===== config.mk =====
export PLATFORM = sky130hd
export DESIGN_NAME = fsm
export DESIGN_NICKNAME = d
export VERILOG_FILES = /design/src/rtl/fsm_pkg.sv /design/src/rtl/fsm_phase_timer.sv /design/src/rtl/fsm.sv
export SDC_FILE = /design/constraint.sdc
export NUM_CORES = 1
export LEC_CHECK = 0
export BUFFER_PORTS_ARGS = -buffer_cell sky130_fd_sc_hd__buf_2
export CAP_MARGIN = 20
export CORE_MARGIN = 2
export CORE_UTILIZATION = 25
export DETAILED_ROUTE_END_ITERATION = 12
export GPL_ROUTABILITY_DRIVEN = 0
export PLACE_DENSITY = 0.52
export SYNTH_ARGS = -nofsm -noshare
export SYNTH_HDL_FRONTEND = slang
export SYNTH_HIERARCHICAL = 1
export SYNTH_SLANG_ARGS = --single-unit

===== constraint.sdc =====
create_clock -name clk -period 4.9 [get_ports clk]
set_input_delay 0.735 -clock clk [delete_from_list [all_inputs] [get_ports clk]]
set_output_delay 0.735 -clock clk [all_outputs]
set_load 0.01 [all_outputs]

===== src/rtl/fsm_pkg.sv =====
// Shared definitions for the two-way traffic light controller.
// Holds the state enumeration, the light codes and small helpers
// used by the controller top and its phase timer.
package fsm_pkg;

    // Light codes driven on the controller's light output
    localparam logic [1:0] LIGHT_RED = 2'b00;
    localparam logic [1:0] LIGHT_N   = 2'b01;
    localparam logic [1:0] LIGHT_W   = 2'b10;
    localparam logic [1:0] LIGHT_Y   = 2'b11;

    // Controller states; the 3-bit encoding leaves three unused codes
    typedef enum logic [2:0] {
        IDLE     = 3'd0,
        N_GREEN  = 3'd1,
        N_YELLOW = 3'd2,
        W_GREEN  = 3'd3,
        W_YELLOW = 3'd4
    } state_t;

    // Larger of two phase lengths; sizes the shared countdown
    function automatic int unsigned max_u(input int unsigned a, input int unsigned b);
        return (a > b) ? a : b;
    endfunction

    // Moore decode of the light code from a state; unused codes show red
    function automatic logic [1:0] light_of(input state_t s);
        logic [1:0] code;
        code = LIGHT_RED;
        case (s)
            N_GREEN:  code = LIGHT_N;
            W_GREEN:  code = LIGHT_W;
            N_YELLOW: code = LIGHT_Y;
            W_YELLOW: code = LIGHT_Y;
            default:  code = LIGHT_RED;
        endcase
        return code;
    endfunction

endpackage


===== src/rtl/fsm_phase_timer.sv =====
// Phase countdown for the traffic light controller.
// Ports:
//   clk      - system clock, rising edge
//   reset    - asynchronous active-low reset, clears the count to 0
//   load     - load strobe, asserted on the edge that enters a new state
//   load_val - remaining cycles after the entry cycle (phase length - 1)
//   done_c   - combinational, high while the count sits at zero
module phase_timer #(
    parameter int unsigned W = 8
) (
    input  logic         clk,
    input  logic         reset,
    input  logic         load,
    input  logic [W-1:0] load_val,
    output logic         done_c
);

    logic [W-1:0] cnt;

    // Load on state entry, otherwise count down and hold at zero
    always_ff @(posedge clk or negedge reset) begin
        if (!reset) begin
            cnt <= '0;
        end else if (load) begin
            cnt <= load_val;
        end else if (cnt != '0) begin
            cnt <= cnt - W'(1);
        end
    end

    assign done_c = (cnt == '0);

endmodule


===== src/rtl/fsm.sv =====
// Two-way (north/west) traffic light controller.
// A request sampled in IDLE starts a green phase of GREEN_CYCLES cycles,
// followed by a yellow phase of YELLOW_CYCLES cycles, then back to IDLE.
// North wins over west when both are sampled together; requests seen
// outside IDLE are ignored and never queued.
// Ports:
//   clk   - system clock, rising edge
//   reset - asynchronous active-low reset
//   n     - north request, sampled on the rising edge
//   w     - west request, sampled on the rising edge
//   light - registered light code: 00 red, 01 north, 10 west, 11 yellow
module fsm
    import fsm_pkg::*;
#(
    parameter int unsigned GREEN_CYCLES  = 2,
    parameter int unsigned YELLOW_CYCLES = 1
) (
    input  logic       clk,
    input  logic       reset,
    input  logic       n,
    input  logic       w,
    output logic [1:0] light
);

    localparam int unsigned CNT_W = $clog2(max_u(GREEN_CYCLES, YELLOW_CYCLES) + 1);

    // Entry cycle is counted by the load edge itself, hence the -1
    localparam logic [CNT_W-1:0] GREEN_LOAD  = CNT_W'(GREEN_CYCLES - 1);
    localparam logic [CNT_W-1:0] YELLOW_LOAD = CNT_W'(YELLOW_CYCLES - 1);

    state_t             state;
    state_t             state_nxt;
    logic               load_c;
    logic [CNT_W-1:0]   load_val_c;
    logic               done_c;

    // Next-state logic; the timer is reloaded on every state change
    always_comb begin
        state_nxt  = state;
        load_c     = 1'b0;
        load_val_c = '0;
        case (state)
            IDLE: begin
                if (n) begin
                    state_nxt  = N_GREEN;
                    load_c     = 1'b1;
                    load_val_c = GREEN_LOAD;
                end else if (w) begin
                    state_nxt  = W_GREEN;
                    load_c     = 1'b1;
                    load_val_c = GREEN_LOAD;
                end
            end
            N_GREEN: begin
                if (done_c) begin
                    state_nxt  = N_YELLOW;
                    load_c     = 1'b1;
                    load_val_c = YELLOW_LOAD;
                end
            end
            W_GREEN: begin
                if (done_c) begin
                    state_nxt  = W_YELLOW;
                    load_c     = 1'b1;
                    load_val_c = YELLOW_LOAD;
                end
            end
            N_YELLOW, W_YELLOW: begin
                if (done_c) begin
                    state_nxt = IDLE;
                    load_c    = 1'b1;
                end
            end
            default: begin
                // Unused encodings fall back to IDLE with a cleared timer
                state_nxt = IDLE;
                load_c    = 1'b1;
            end
        endcase
    end

    // State register; light is decoded from the next state so it tracks
    // the registered state with no extra cycle of lag
    always_ff @(posedge clk or negedge reset) begin
        if (!reset) begin
            state <= IDLE;
            light <= LIGHT_RED;
        end else begin
            state <= state_nxt;
            light <= light_of(state_nxt);
        end
    end

    phase_timer #(
        .W(CNT_W)
    ) u_phase_timer (
        .clk      (clk),
        .reset    (reset),
        .load     (load_c),
        .load_val (load_val_c),
        .done_c   (done_c)
    );

endmodule


==> run metrics, run 1 <==
GRT busiest layer=met2; Fmax=554.9 MHz; Die H=approximately 44 um; antenna violations before repair=0; Mapped Nets=49; port bufs=5; Synth Area in Compound Gates=0.2127; critical path class=reg2reg; # H-tree levels=1; simple-gate portion of the synthesized area=0.2286; Post-DRT Antenna Nets=0; met2 usage=0.1382; die area=1910 um2; Reg clk slew, reported paths=about 60 ps; crit path launch=u_phase_timer/cnt[0]$_DFFE_PN0P_; Final period util=0.3678; syn avg cell area=8.957 um2; total CTS buffers=3; Clock Path Buffers=2; RSZ-0062 raised after global routing=false; reg-to-reg setup timing slack=~3100 ps; First-pass DRT Iterations=3; worst-skew pair later-pin latency=roughly 250 ps; final setup vio count=0; Final Skew=around 5.9 ps; cell mode on critical path=o31a_1; leakage=between 0.2 and 0.25 nW; die width=43.71 um; Synth Register Bits=7; # hold bufs at CTS=0; Fin Setup TNS=0 ps; CP top delay family=compound AO/OA/AOI/OAI gates; largest net degree at the start of global routing=12; I/O pin cnt=6; grt ovf=0; worst path bufs/invs=1; mux cell area share after synthesis=0; Remaining DRCs=0; post-synthesis sequential area ratio=0.4444; Hold/Removal Path Class=in2async; Final Util=0.3092; CTS tree=done; startpoint types=flip-flop; Nets=slightly below 60; WL/cell=around 11 um; Yosys Warn Count=6; HPWL after DPL=508.7 um; crit path max-delay cell type=dfrtp_1; max incr delay on CP=a little under 400 ps; share of cells above drive strength 1=0.1731; worst path arrival time=between 1500 and 2000 ps; commonest non-fill, non-tap cell in the layout=dfrtp_1; first-pass GRT wire length=about 1300 um; num rows=14; Mapped Cells=between 40 and 50; Slew Viols, Final=0; crit end category=flip-flop; Syn Std Cell Area=~400 um2; Power Dens Cells=between 600 and 700 nW/um2; Avg Vias per Cell=~4.7; core area=around 1500 um2; Routed WL=733 um; hold violation count in the final report=0; fin crit period=around 1800 ps; Critical R2R Launch=u_phase_timer/cnt[0]$_DFFE_PN0P_; WP data required=between 5000 and 6000 ps; initial DRC count=10; Initial Util=0.2647; Root Buffer=clkbuf_4; GRT Util Overall=0.09099; post-CTS sizing=0; routing usage on met3=0.01250; Syn-to-layout area delta=16.83%; clk sinks=7; status=finished clean; CP Cell Sequence=inv_1 > ha_1 > nor2b_1 > o21ai_0 > o31a_1 > or2b_1 > o31a_1; global routing met1 resource utilization=0.1143; diode count=0; Post-CTS Setup Bufs=0; maximum VDD drop=between 0.0002 and 0.00025 V; post-synthesis xor/xnor area fraction=0.02222; Max-cap violations=0; worst-path maximum fanout=11; Vias=roughly 320; Synth Area in Adders=0.03175; number of distinct library cells after synthesis=24; vias in the first global route=306; largest family of logic cells by synthesized area=simple AND/OR/NAND/NOR gates; commonest cells after routing, fill and taps aside=dfrtp_1, buf_2, inv_1, o21ai_0
## through the flow
stage	power (mW)	setup WS, ps	std cells	cell area, um2	hold slack, ps
after floorplan	0.2346	3284	44	394.1	439.4
after global placement	0.2679	3129	64	434.2	581.1
after detailed placement	0.2676	3106	64	434.2	577.1
after CTS	0.3230	3091	68	460.4	315.7
after global routing	0.3536	2950	68	460.4	317.5
final	0.3201	3098	68	460.4	312.0
## report_power, final
part	internal (mW)	switching (mW)
combinational	0.0738	0.0771
sequential	0.0883	0.0275
clock	0.0312	0.0224
total	0.193	0.127
## synth_stat cells
master	number	area share
nor2_1	3	0.029
o21ai_0	4	0.051
inv_1	4	0.038
o21ai_1	1	0.013
conb_1	1	0.0095
nor2b_2	1	0.022
buf_2	1	0.013
nand3_1	1	0.013
nand2_1	3	0.029
nor3_1	1	0.013
a221oi_1	1	0.022
nand2b_1	2	0.032
nor2b_1	1	0.016
a21oi_1	3	0.038
xor2_1	1	0.022
or2b_1	1	0.019
a2bb2oi_1	1	0.022
nand4b_1	1	0.022
dfrtp_1	7	0.44
o221ai_1	1	0.022
o31a_1	2	0.044
and2_1	1	0.016
ha_1	1	0.032
nor3b_1	1	0.019
## final cells by class
type / count / area [um2]
Sequential cell: 7 / 175.2
Multi-Input combinational cell: 32 / 198.9
Timing Repair Buffer: 5 / 25.02
Tap cell: 16 / 20.02
Clock buffer: 4 / 26.28
Inverter: 4 / 15.01
Fill cell: 147 / 1028
## sequential cells by signal, indices dropped and copies added, names as in the netlist
register / flops
light: 2
state: 3
u_phase_timer/cnt: 2
## worst register-to-register path: cells and delay by family (launching register included)
| family | cells | cell delay (ps) |
|---|---|---|
| compound gates | 3 | 490 |
| flops | 1 | 390 |
| fa+ha+maj | 1 | 390 |
| simple gates | 2 | 360 |
| buf+inv | 1 | 70 |
## worst paths after layout
kind / to / depth (start not counted)
setup / recovery: u_phase_timer/cnt[1]$_DFFE_PN0P_ / 7
hold / removal: light[0]$_DFF_PN0_ / 1
setup reg to reg: u_phase_timer/cnt[1]$_DFFE_PN0P_ / 7
hold reg to reg: state[1]$_DFF_PN0_ / 1
max in group asynchronous: u_phase_timer/cnt[0]$_DFFE_PN0P_ / 1
min in group clk: state[1]$_DFF_PN0_ / 1
## per-layer routing
metal	wire, um	share of wire
met1	383	0.52
met2	317	0.43
met3	22	0.030
met4	10	0.014
met5	0	0
## logic make-up (layout without fill, tap and decap cells)
logic type,count (synthesis),after routing
AND/OR/NAND/NOR,16,16
AO/OA/AOI/OAI,13,13
other,1,1
buffers and inverters,5,13
XOR/XNOR,1,1
flip-flops,7,7
adder cells (fa/ha/maj),1,1
(Power assumes the default switching activity.)
==> run 2, diff against run 1 <==
Settings changed: PLACE_DENSITY 0.52 to 0.53.
Clock period 4.9 ns to 1.5 ns, I/O delays scaled along.
==> run 2 against run 1 <==
Against the previous run:
- clock-buffer cell count unchanged
- worst hold slack lost 23 ps
- flip-flop and latch count is the same
- die area is the same
- critical endpoint unchanged
==> run metrics, run 2 (synthesis gave the netlist of run 1 again) <==
Fmax=694.2 MHz (was 554.9 MHz); Initial Util=0.2647 (unchanged); Final period util=0.9604 (was 0.3678); core area=1489 um2 (unchanged); maximum VDD drop=0.001186 V (was 0.0002030 V); Internal Power=0.7507 mW (was 0.1932 mW); antenna violations before repair=0 (unchanged); GRT busiest layer=met2 (unchanged); startpoint types=flip-flop (unchanged); port bufs=5 (unchanged); Critical R2R Launch=u_phase_timer/cnt[0]$_DFFE_PN0P_ (unchanged); WP data required=1630 ps (was 5030 ps); grt ovf=0 (unchanged); crit end category=flip-flop (unchanged); commonest non-fill, non-tap cell in the layout=dfrtp_1 (unchanged); Max-cap violations=0 (unchanged); Final Skew=6.137 ps (was 5.890 ps); num rows=14 (unchanged); Post-DRT Antenna Nets=0 (unchanged); Syn-to-layout area delta=33.97% (was 16.83%); routing usage on met3=0.07500 (was 0.01250); first-pass GRT wire length=1345 um (was 1255 um); Power Dens Cells=2288 nW/um2 (was 695.3 nW/um2); crit path launch=u_phase_timer/cnt[0]$_DFFE_PN0P_ (unchanged); leakage=0.2490 nW (was 0.2148 nW); initial DRC count=0 (was 10); reg-to-reg setup timing slack=60 ps (was 3100 ps); RSZ-0062 raised after global routing=false (unchanged); WL/cell=10.41 um (was 10.78 um); CP endpoint=u_phase_timer/cnt[1]$_DFFE_PN0P_ (unchanged); CTS tree=done (unchanged); die area=1910 um2 (unchanged); First-pass DRT Iterations=1 (was 3); commonest cells after routing, fill and taps aside=dfrtp_1, buf_4, buf_2 (was dfrtp_1, buf_2, inv_1, o21ai_0); # H-tree levels=1 (unchanged); Worst R2R End=u_phase_timer/cnt[1]$_DFFE_PN0P_ (unchanged); total power=1.208 mW (was 0.3201 mW); Seq pwr share=0.276 (was 0.362); largest net degree at the start of global routing=11 (was 12); Regs by FF count=state x3, light x2, u_phase_timer/cnt x2 (unchanged); Clk pwr share=0.141 (was 0.167); Slew Viols, Final=0 (unchanged); Biggest register=state (unchanged); Vias=345 (was 321); status=finished clean (unchanged); total CTS buffers=3 (unchanged); sw frac=0.3786 (was 0.3965); vias in the first global route=327 (was 306); Post-CTS Setup Bufs=0 (unchanged); worst-path maximum fanout=10 (was 11); clk sinks=7 (unchanged); worst r2r path cells=5 (was 7); final setup vio count=0 (unchanged); Root Buffer=clkbuf_4 (unchanged); met2 usage=0.1529 (was 0.1382); I/O pin cnt=6 (unchanged); HPWL after DPL=594.8 um (was 508.7 um); Hold/Removal Path Class=in2reg (was in2async); Switching Power=0.4574 mW (was 0.1269 mW); Reg clk slew, reported paths=50 ps (was 60 ps); diode count=0 (unchanged); GRT Util Overall=0.1021 (was 0.09099); share of cells above drive strength 1=0.2881 (was 0.1731); worst-skew pair later-pin latency=250 ps (about the same); Nets=65 (was 58); fin crit period=1441 ps (was 1802 ps); Remaining DRCs=0 (unchanged); logic gate share of total power=0.583 (was 0.471); global routing met1 resource utilization=0.1117 (was 0.1143); Avg Vias per Cell=4.600 (was 4.721); hold path depth=3; max reg flops=3 (unchanged); Die H=43.71 um (unchanged); Routed WL=781 um (was 733 um); Clock Path Buffers=2 (unchanged); die width=43.71 um (unchanged); hold violation count in the final report=0 (unchanged); worst path arrival time=1570 ps (was 1930 ps); critical path class=reg2reg (unchanged); Fin Setup TNS=0 ps (unchanged)
==> run 2: changes by cell type in the layout (fill, tap and decap cells not counted) <==
cell,previous run,this run
ha_1,1,0
buf_4,0,6
inv_1,4,3
inv_2,0,1
ha_4,0,1
o21ai_0,4,2
dlygate4sd3_1,0,1
o21ai_1,1,3
==> run 2: worst min-delay path by stage <==
stage               slack (ps)  start                  to
global route               280      w  state[1]$_DFF_PN0_
floorplan                  -70  reset  light[0]$_DFF_PN0_
CTS                        290      w  state[1]$_DFF_PN0_
finish                     290      w  state[1]$_DFF_PN0_
detailed placement          70  reset  light[0]$_DFF_PN0_
global placement            70  reset  light[0]$_DFF_PN0_
==> run 2: critical path, stage by stage (launching register included) <==
cell     delay, ps
dfrtp_1        360
inv_2           50
ha_4           150
buf_4          160
o31a_1         310
o31a_1         290
==> run 2: cell type report <==
class / count / area, um2
Timing Repair Buffer: 12 / 80.08
Clock buffer: 4 / 26.28
Inverter: 4 / 15.01
Multi-Input combinational cell: 32 / 211.5
Fill cell: 149 / 960.9
Tap cell: 16 / 20.02
Sequential cell: 7 / 175.2
==> run 2: repair_timing <==
action / 4_1_cts / 5_1_grt
hold buffers: 1 / 0
setup endpoints to repair: 0 / 2
resized for setup: 0 / 3
endpoints found under the hold margin: 7 / 0
==> run 2: metal layers <==
layer  wire length (um)  vias up
li1                   -      181
met1                365      156
met2                364        8
met3                 51        0
met4                  0        0
met5                  0        -
==> run 2: power by group through the flow <==
stage	clock (mW)	sequential [mW]	combinational [mW]
3_3_place_gp	0	0.338	0.689
2_1_floorplan	0	0.361	0.442
5_1_grt	0.196	0.342	0.799
4_1_cts	0.180	0.332	0.703
6_report	0.171	0.333	0.704
3_5_place_dp	0	0.334	0.698
==> run 2: metrics by stage <==
step / instances / hold WS [ps] / util / instance area (um2) / setup WS (ps)
floorplan: 44 / -70.59 / - / 406.6 / 20.33
global placement: 70 / 66.86 / 0.3303 / 491.7 / 41.73
detailed placement: 70 / 70.25 / 0.3303 / 491.7 / 50.64
CTS: 75 / 287.3 / 0.3546 / 528.0 / 40.20
global route: 75 / 284.3 / 0.3546 / 528.0 / 12.59
finish: 75 / 289.4 / 0.3546 / 528.0 / 59.45
